File: src/rtl/dm_pkg.sv
// dm_pkg: shared types, sizes and address-legality helper for data-memory access
package dm_pkg;

  typedef enum logic [1:0] {
    IDLE   = 2'd0,
    ACCESS = 2'd1,
    RESP   = 2'd2
  } state_e;

  localparam int unsigned DM_BYTES_DEF = 256;
  localparam int unsigned WORD_BYTES   = 4;

  // A word access is legal when aligned and the whole word fits inside the memory
  function automatic logic addr_legal(input logic [31:0] addr, input int unsigned dm_bytes);
    return (addr[1:0] == 2'b00) && (addr <= 32'(dm_bytes - WORD_BYTES));
  endfunction

endpackage

File: src/rtl/dm_arbiter_rr_arb2.sv
// rr_arb2: two-way round-robin picker; pointer names the requester favoured on a tie
module rr_arb2 #(
  parameter bit RST_PRIO = 1'b0
) (
  input  logic       clk_i,
  input  logic       rst_ni,
  input  logic [1:0] req_i,
  input  logic       adv_i,
  output logic [1:0] gnt_o
);

  logic ptr_q, ptr_d;

  // Grant the favoured requester on a tie; after any win favour the loser side
  always_comb begin
    gnt_o = (req_i == 2'b11) ? (ptr_q ? 2'b10 : 2'b01) : req_i;
    ptr_d = (adv_i && gnt_o != 2'b00) ? ~gnt_o[1] : ptr_q;
  end

  // Pointer register, returns to the reset favourite
  always_ff @(posedge clk_i or negedge rst_ni) begin
    if (!rst_ni) ptr_q <= RST_PRIO;
    else ptr_q <= ptr_d;
  end

endmodule

File: src/rtl/dm_arbiter.sv
// dm_arbiter: round-robin sequencer sharing one data-memory port between two requesters
module dm_arbiter
  import dm_pkg::*;
#(
  parameter int unsigned DM_BYTES = DM_BYTES_DEF,
  parameter bit          RST_PRIO = 1'b0
) (
  input  logic        i_clk,
  input  logic        i_rst_n,
  input  logic        i_req0,
  input  logic        i_req1,
  input  logic        i_we0,
  input  logic        i_we1,
  input  logic [31:0] i_addr0,
  input  logic [31:0] i_addr1,
  input  logic [31:0] i_wdata0,
  input  logic [31:0] i_wdata1,
  output logic        o_done0,
  output logic        o_done1,
  output logic        o_err0,
  output logic        o_err1,
  output logic [31:0] o_rdata0,
  output logic [31:0] o_rdata1,
  output logic        o_dm_we,
  output logic [31:0] o_dm_addr,
  output logic [31:0] o_dm_wdata,
  input  logic [31:0] i_dm_rdata
);

  state_e      state_q, state_d;
  logic        owner_q, owner_d;
  logic        we_q, we_d;
  logic        err_q, err_d;
  logic        dm_we_q, dm_we_d;
  logic [31:0] dm_addr_q, dm_addr_d;
  logic [31:0] dm_wdata_q, dm_wdata_d;
  logic [31:0] rdata0_q, rdata0_d;
  logic [31:0] rdata1_q, rdata1_d;
  logic [1:0]  gnt;
  logic        adv, win, win_we, win_ok;
  logic [31:0] win_addr, win_wdata;

  assign adv       = (state_q == IDLE) && (i_req0 || i_req1);
  assign win       = gnt[1];
  assign win_we    = win ? i_we1 : i_we0;
  assign win_addr  = win ? i_addr1 : i_addr0;
  assign win_wdata = win ? i_wdata1 : i_wdata0;
  assign win_ok    = addr_legal(win_addr, DM_BYTES);

  rr_arb2 #(.RST_PRIO(RST_PRIO)) u_rr (
    .clk_i (i_clk),
    .rst_ni(i_rst_n),
    .req_i ({i_req1, i_req0}),
    .adv_i (adv),
    .gnt_o (gnt)
  );

  // Next state: latch the winner in IDLE, drive memory in ACCESS, answer in RESP
  always_comb begin
    state_d    = state_q;
    owner_d    = owner_q;
    we_d       = we_q;
    err_d      = err_q;
    dm_we_d    = 1'b0;
    dm_addr_d  = dm_addr_q;
    dm_wdata_d = dm_wdata_q;
    rdata0_d   = rdata0_q;
    rdata1_d   = rdata1_q;
    case (state_q)
      IDLE: if (adv) begin
        owner_d = win;
        we_d    = win_we;
        err_d   = !win_ok;
        state_d = win_ok ? ACCESS : RESP;
        if (win_ok) begin
          dm_we_d    = win_we;
          dm_addr_d  = win_addr;
          dm_wdata_d = win_wdata;
        end else if (win) rdata1_d = '0;
        else rdata0_d = '0;
      end
      ACCESS: begin
        state_d = RESP;
        if (owner_q) rdata1_d = we_q ? '0 : i_dm_rdata;
        else rdata0_d = we_q ? '0 : i_dm_rdata;
      end
      default: state_d = IDLE;
    endcase
  end

  // State and datapath registers; reset drops any in-flight access
  always_ff @(posedge i_clk or negedge i_rst_n) begin
    if (!i_rst_n) begin
      state_q    <= IDLE;
      owner_q    <= 1'b0;
      we_q       <= 1'b0;
      err_q      <= 1'b0;
      dm_we_q    <= 1'b0;
      dm_addr_q  <= '0;
      dm_wdata_q <= '0;
      rdata0_q   <= '0;
      rdata1_q   <= '0;
    end else begin
      state_q    <= state_d;
      owner_q    <= owner_d;
      we_q       <= we_d;
      err_q      <= err_d;
      dm_we_q    <= dm_we_d;
      dm_addr_q  <= dm_addr_d;
      dm_wdata_q <= dm_wdata_d;
      rdata0_q   <= rdata0_d;
      rdata1_q   <= rdata1_d;
    end
  end

  assign o_done0    = (state_q == RESP) && !owner_q;
  assign o_done1    = (state_q == RESP) && owner_q;
  assign o_err0     = o_done0 && err_q;
  assign o_err1     = o_done1 && err_q;
  assign o_rdata0   = rdata0_q;
  assign o_rdata1   = rdata1_q;
  assign o_dm_we    = dm_we_q;
  assign o_dm_addr  = dm_addr_q;
  assign o_dm_wdata = dm_wdata_q;

endmodule

File: config.mk
export PLATFORM = sky130hd
export DESIGN_NAME = dm_arbiter
export DESIGN_NICKNAME = d
export VERILOG_FILES = /design/src/rtl/dm_pkg.sv /design/src/rtl/dm_arbiter_rr_arb2.sv /design/src/rtl/dm_arbiter.sv
export SDC_FILE = /design/constraint.sdc
export NUM_CORES = 1
export LEC_CHECK = 0
export BUFFER_PORTS_ARGS = -buffer_cell sky130_fd_sc_hd__buf_2
export CORE_MARGIN = 3
export CORE_UTILIZATION = 45
export CTS_CLUSTER_DIAMETER = 120
export DETAILED_ROUTE_END_ITERATION = 6
export GPL_TIMING_DRIVEN = 0
export PLACE_DENSITY = 0.78
export SLEW_MARGIN = 20
export SYNTH_ARGS = -nofsm -noshare
export SYNTH_HDL_FRONTEND = slang
export SYNTH_SLANG_ARGS = --single-unit
File: constraint.sdc
create_clock -name i_clk -period 2.42 [get_ports i_clk]
set_input_delay 0.484 -clock i_clk [delete_from_list [all_inputs] [get_ports i_clk]]
set_output_delay 0.484 -clock i_clk [all_outputs]
set_load 0.02 [all_outputs]
* Word level (Yosys, flattened, before mapping)
Cells that the tools add are included.
** Storage, ports and cells
- Bits in registers :: 135
- Word-level logic and storage cells :: 61
- Input port bits :: 166
- Output and inout bits :: 133
** Cells by class
- Bitwise operators :: 1
- Equal/unequal tests :: 9
- Reductions and logical operators :: 18
- Magnitude comparators :: 1
- Muxes and demuxes :: 22
** Operators with widths (count)
- $mux 32 :: 11
- $pmux 32 s2 :: 2
- $le 32x8->1 const B :: 1
- $ne 2x2->1 const B :: 5
- $reduce_and 5->1 :: 2
- $mux 2 :: 4
- $logic_and 1x1->1 :: 7
- $eq 2x2->1 const B :: 2
- $logic_not 2->1 :: 2
- $mux 1 :: 4
- $pmux 2 s2 :: 1
- $reduce_bool 2->1 :: 2
- $reduce_and 3->1 :: 1
- $eq 2x1->1 const B :: 1
- $logic_not 1->1 :: 2
- $ne 2x1->1 const B :: 1
- $reduce_and 2->1 :: 1
- $logic_or 1x1->1 :: 1
- $not 1->1 :: 1

* Longest topological paths before layout
- Depth after elaboration :: 8
- Mapped depth :: 8
- Gate-level depth less buffers :: 6

* Modules after synthesis
From an unflattened synthesis, not the netlist that was laid out.
** Second synthesis, totals
- Cells, all modules :: 514
- Area, all modules :: 6015.8 sq um
** Modules (own cells, without submodules)
- dm_arbiter :: area each 5960.7 sq um, seq. area each 3353.2 sq um, times used 1, cells each 508
- rr_arb2 :: area each 55.1 sq um, seq. area each 25.0 sq um, times used 1, cells each 6

* Worst setup path after synthesis
Ideal clock, no wire load.
- Path kind :: input to register
- Start :: in i_addr0[23]
- End :: reg dm_addr_q[24], in the netlist o_dm_addr[24]
- Library setup time :: 0.119 ns
- Stages on the path :: 6
- Path buffers :: 2
- Arrival :: 1.927 ns
- Slack :: 0.374 ns
- Required time :: 2.301 ns
- Cells stage by stage :: or4_4 > nor4b_4 > o21ai_1 > clkbuf_1 > buf_2 > and2_1
** On the way
- Longest elaborated chain between the ends :: 4
** RTL lines
- start, declared :: line dm_arbiter.sv:14 : input logic [31:0] i_addr0,
- $mux 32 :: line dm_arbiter.sv:46 : assign win_addr = win ? i_addr1 : i_addr0;
- $le 32x8->1 :: line dm_pkg.sv:15 : return (addr[1:0] == 2'b00) && (addr <= 32'(dm_bytes - WORD_BYTES));
- $logic_and 1x1->1 :: line dm_pkg.sv:15
- $reduce_and 3->1 (no source line)
- end signal, assigned :: line dm_arbiter.sv:109 : dm_addr_q <= dm_addr_d;
- end, declared :: line dm_arbiter.sv:35 : logic [31:0] dm_addr_q, dm_addr_d;
No other way between the ends.
A chain may end at the register's enable or synchronous reset.

* Worst setup path in the final report
- Start :: reg state_q[1]
- End :: out o_err0
** On the way
- Longest elaborated chain between the ends :: 3
** RTL lines
- start, declared :: line dm_arbiter.sv:30 : state_e state_q, state_d;
- start signal, assigned :: line dm_arbiter.sv:104 : state_q <= state_d;
- $eq 2x2->1 :: line dm_arbiter.sv:116 : assign o_done0 = (state_q == RESP) && !owner_q;
- $logic_and 1x1->1 :: line dm_arbiter.sv:116
- $logic_and 1x1->1 :: line dm_arbiter.sv:118 : assign o_err0 = o_done0 && err_q;
- end, declared :: line dm_arbiter.sv:20 : output logic o_err0,
No other way between the ends.

==> implementation parameters <==
Parameter                              Value

Worst setup path
  Startpoint type of the worst setup path    register
  Path type of the worst setup path    reg2out
  Arrival time at the worst endpoint    1.76 ns
  Critical path data required time    1.94 ns
  Worst Setup End Kind    primary output
  Critical Path Fanout Max    10

Route
  Starting DRT DRC Count    269
  Via Count    5145
  Detailed-route wire length per cell    16.3 um
  1st-pass router iterations    5
  Mean number of vias per cell    4.99
  Number of nets with antenna violations after routing    0
  Total length of routed wires    16800 um
  DR DRC count    0

Global route
  Largest net degree at the start of global routing    76
  Overflow after GRT    0
  GR Util All Layers    23.5%
  Via count of the first global-routing pass    5063
  Initial antenna violation count    0
  Global-route wire length before repair    26100 um

Place
  Post-placement cell area    0.00749 mm^2
  Detailed-placement wirelength estimate    13000 um
  Buffers added on ports    297
  Global placement routability congestion    0.869

Min path
  Class of the worst hold path    in2async

Clocking
  Root buffer cell    sky130_fd_sc_hd__clkbuf_16
  Clock sinks    135
  Total of hold buffers inserted after clock tree synthesis    0
  Clk buf depth    2
  Number of H-tree levels    4
  TritonCTS buffer count    17
  Clock tree from TritonCTS    done
  Clock input transition at the sequential cells of the worst setup and hold paths    0.05 ns
  Worst skew pair latency    0.41 ns

Timing
  Final cycle utilization of the critical path    92.8%
  RSZ-0062 raised after global routing    false
  Slew at the pin closest to its max-slew limit    0.797 ns
  Clock skew    0.00497 ns
  Max-Slew Margin vs Limit    46.9%
  Final hold violation count    4
  Final min period    2.25 ns
  Worst hold slack across all endpoints    -0.0120 ns
  Final Max Tran Viols    0
  Max Clk Rate    445 MHz
  Number of failing setup endpoints in the final timing report    0

Run status
  Failing checks    negative hold slack
  Outcome    complete, but fails checks

Die
  Row count    40
  Die Span X    119 um
  Vertical die dimension    119 um
  Area inside the core boundary    0.0123 mm^2
  I/O pin count    299
  Initial standard-cell utilization of the core    47.0%
  Die footprint    0.0142 mm^2

Synthesis
  Area of the mapped netlist    0.00576 mm^2
  Post-synth cell types    33
  Sequential fraction of the synthesis area    58.6%
  Mean instance size in the synthesized netlist    10.8 um^2
  Net count after synthesis    699
  Count of yosys warnings during synthesis    0
  Register bit count reported by yosys    135
  Syn Inst Count    533

Cells and area
  Layout overhead on the synthesized area    40.5%
  Fraction of layout instances using a drive strength above 1    43.7%
  Number of antenna repair diodes    0
  Fin area    0.00809 mm^2
  Net count reported at finish    1017

Job
  # Max-Cap Violations    0

Power
  Final Power    5.30 mW
  Power density cells    655 mW/mm^2
  Cell leakage power    4.34 nW
  Worst supply voltage drop on vdd    0.332 mV
-- where the power goes --
| group | total (mW) | switching, mW | internal [mW] |
|---|---|---|---|
| registers | 2.29 | 0.0176 | 2.28 |
| clock network | 2.52 | 0.910 | 1.61 |
| logic | 0.485 | 0.256 | 0.228 |
-- what timing repair did --
item                                    CTS  global route
setup buffers                             0             1
gates resized for setup                   0             3
endpoints found under the setup margin    0            44
hold endpoints to repair                  0             0
-- placed cells by master (no fill, tap or decap), types with 2 or more instances in the layout --
master                      count
sky130_fd_sc_hd__a21oi_1        4
sky130_fd_sc_hd__a31oi_1        2
sky130_fd_sc_hd__and2_1        28
sky130_fd_sc_hd__buf_1          3
sky130_fd_sc_hd__buf_2        305
sky130_fd_sc_hd__buf_6          4
sky130_fd_sc_hd__bufinv_16      2
sky130_fd_sc_hd__clkbuf_1      27
sky130_fd_sc_hd__clkbuf_16     17
sky130_fd_sc_hd__clkbuf_8       4
sky130_fd_sc_hd__clkinv_2       4
sky130_fd_sc_hd__dfrtp_1      135
sky130_fd_sc_hd__inv_1          2
sky130_fd_sc_hd__mux2i_1       38
sky130_fd_sc_hd__nand2_1      143
sky130_fd_sc_hd__nand4_1        2
sky130_fd_sc_hd__nor2_1         5
sky130_fd_sc_hd__nor3_1         2
sky130_fd_sc_hd__nor4_1        10
sky130_fd_sc_hd__nor4b_4        2
sky130_fd_sc_hd__o21ai_0       32
sky130_fd_sc_hd__o21ai_1        9
sky130_fd_sc_hd__o22ai_1       34
sky130_fd_sc_hd__o22ai_2       30
-- cells in the mapped netlist --
library cell | number | area share, %
sky130_fd_sc_hd__nand2_1 | 143 | 9.3
sky130_fd_sc_hd__dfrtp_1 | 135 | 59
sky130_fd_sc_hd__mux2i_1 | 38 | 6.6
sky130_fd_sc_hd__o22ai_1 | 34 | 3.7
sky130_fd_sc_hd__o21ai_0 | 32 | 2.8
sky130_fd_sc_hd__o22ai_2 | 30 | 6.5
sky130_fd_sc_hd__and2_1 | 28 | 3.0
sky130_fd_sc_hd__clkbuf_1 | 26 | 1.7
sky130_fd_sc_hd__nor4_1 | 10 | 1.1
sky130_fd_sc_hd__buf_2 | 9 | 0.78
sky130_fd_sc_hd__o21ai_1 | 9 | 0.78
sky130_fd_sc_hd__nor2_1 | 5 | 0.33
sky130_fd_sc_hd__a21oi_1 | 4 | 0.35
sky130_fd_sc_hd__buf_6 | 4 | 0.78
sky130_fd_sc_hd__buf_1 | 3 | 0.20
sky130_fd_sc_hd__a31oi_1 | 2 | 0.22
sky130_fd_sc_hd__inv_1 | 2 | 0.13
sky130_fd_sc_hd__nand4_1 | 2 | 0.22
sky130_fd_sc_hd__nor3_1 | 2 | 0.17
sky130_fd_sc_hd__nor4b_4 | 2 | 0.83
sky130_fd_sc_hd__a21boi_0 | 1 | 0.13
sky130_fd_sc_hd__a21o_1 | 1 | 0.13
sky130_fd_sc_hd__a32oi_1 | 1 | 0.15
sky130_fd_sc_hd__and3_1 | 1 | 0.11
sky130_fd_sc_hd__and4b_1 | 1 | 0.17
sky130_fd_sc_hd__nand2b_1 | 1 | 0.11
sky130_fd_sc_hd__nand3b_1 | 1 | 0.13
sky130_fd_sc_hd__nor3b_1 | 1 | 0.13
sky130_fd_sc_hd__nor4_2 | 1 | 0.22
sky130_fd_sc_hd__o21a_1 | 1 | 0.13
sky130_fd_sc_hd__or3_1 | 1 | 0.11
sky130_fd_sc_hd__or4_1 | 1 | 0.13
sky130_fd_sc_hd__or4_4 | 1 | 0.20
-- worst max-delay path: stages (launching register included) --
cell and delay [ns]:
sky130_fd_sc_hd__dfrtp_1 0.32, sky130_fd_sc_hd__clkbuf_1 0.35, sky130_fd_sc_hd__nor3b_2 0.35, sky130_fd_sc_hd__and2_1 0.17, sky130_fd_sc_hd__buf_2 0.15
-- area by class of cell --
cell class              count  area [um^2]
inverters                   2         7.51
multi-input cells         354         2180
clock buffers              23          488
clock inverters             8         96.3
plain buffers              42          200
flip-flops and latches    135         3380
well taps                 168          210
repair buffers            299         1530
fillers                  1005         4170
-- metrics by stage --
step	TNS, ns	hold WS [ns]	cells	setup slack, ns	util [%]
2_1_floorplan	0	0.188	533	0.374	-
3_3_place_gp	-132.94	0.457	998	-0.949	60.8
3_5_place_dp	-8.31	0.446	999	-0.147	61.1
4_1_cts	0	0.00115	1030	0.0453	65.9
5_1_grt	0	0.0207	1031	0.0120	66.0
6_report	0	-0.0120	1031	0.173	66.0
-- routing by layer --
layer / global-route usage, % / wire, um / vias to the layer above
li1: - / - / 2486
met1: 29.2 / 6850 / 2400
met2: 39.5 / 8280 / 234
met3: 5.70 / 1290 / 25
met4: 9.41 / 346 / 0
met5: 0 / 0 / -
-- worst paths after layout --
path,from,to,cells after the start,slack (ns)
min in group i_clk,i_we1,we_q,3,0.31
worst min register to register,o_dm_wdata[30],o_dm_wdata[30],2,0.47
worst max-delay path,state_q[1],o_err0,4,0.17
max in group asynchronous,i_rst_n,o_rdata0[30],2,1.72
worst max register to register,u_rr.ptr_q,o_dm_addr[8],7,0.21
worst min-delay path,i_rst_n,o_rdata0[6],1,-0.01
-- kinds of logic after synthesis --
logic type | synth area share, %
flops | 58.6
simple gates | 16.3
buf+inv | 3.58
mux | 6.60
compound gates | 14.9
-- registers in the layout, summed over array words and instances, names as in the netlist --
name / flops
o_rdata0: 32
we_q: 1
err_q: 1
u_rr.ptr_q: 1
o_dm_wdata: 32
o_dm_we: 1
state_q: 2
o_rdata1: 32
owner_q: 1
o_dm_addr: 32
Note: power is estimated with default switching activity, not from simulation.
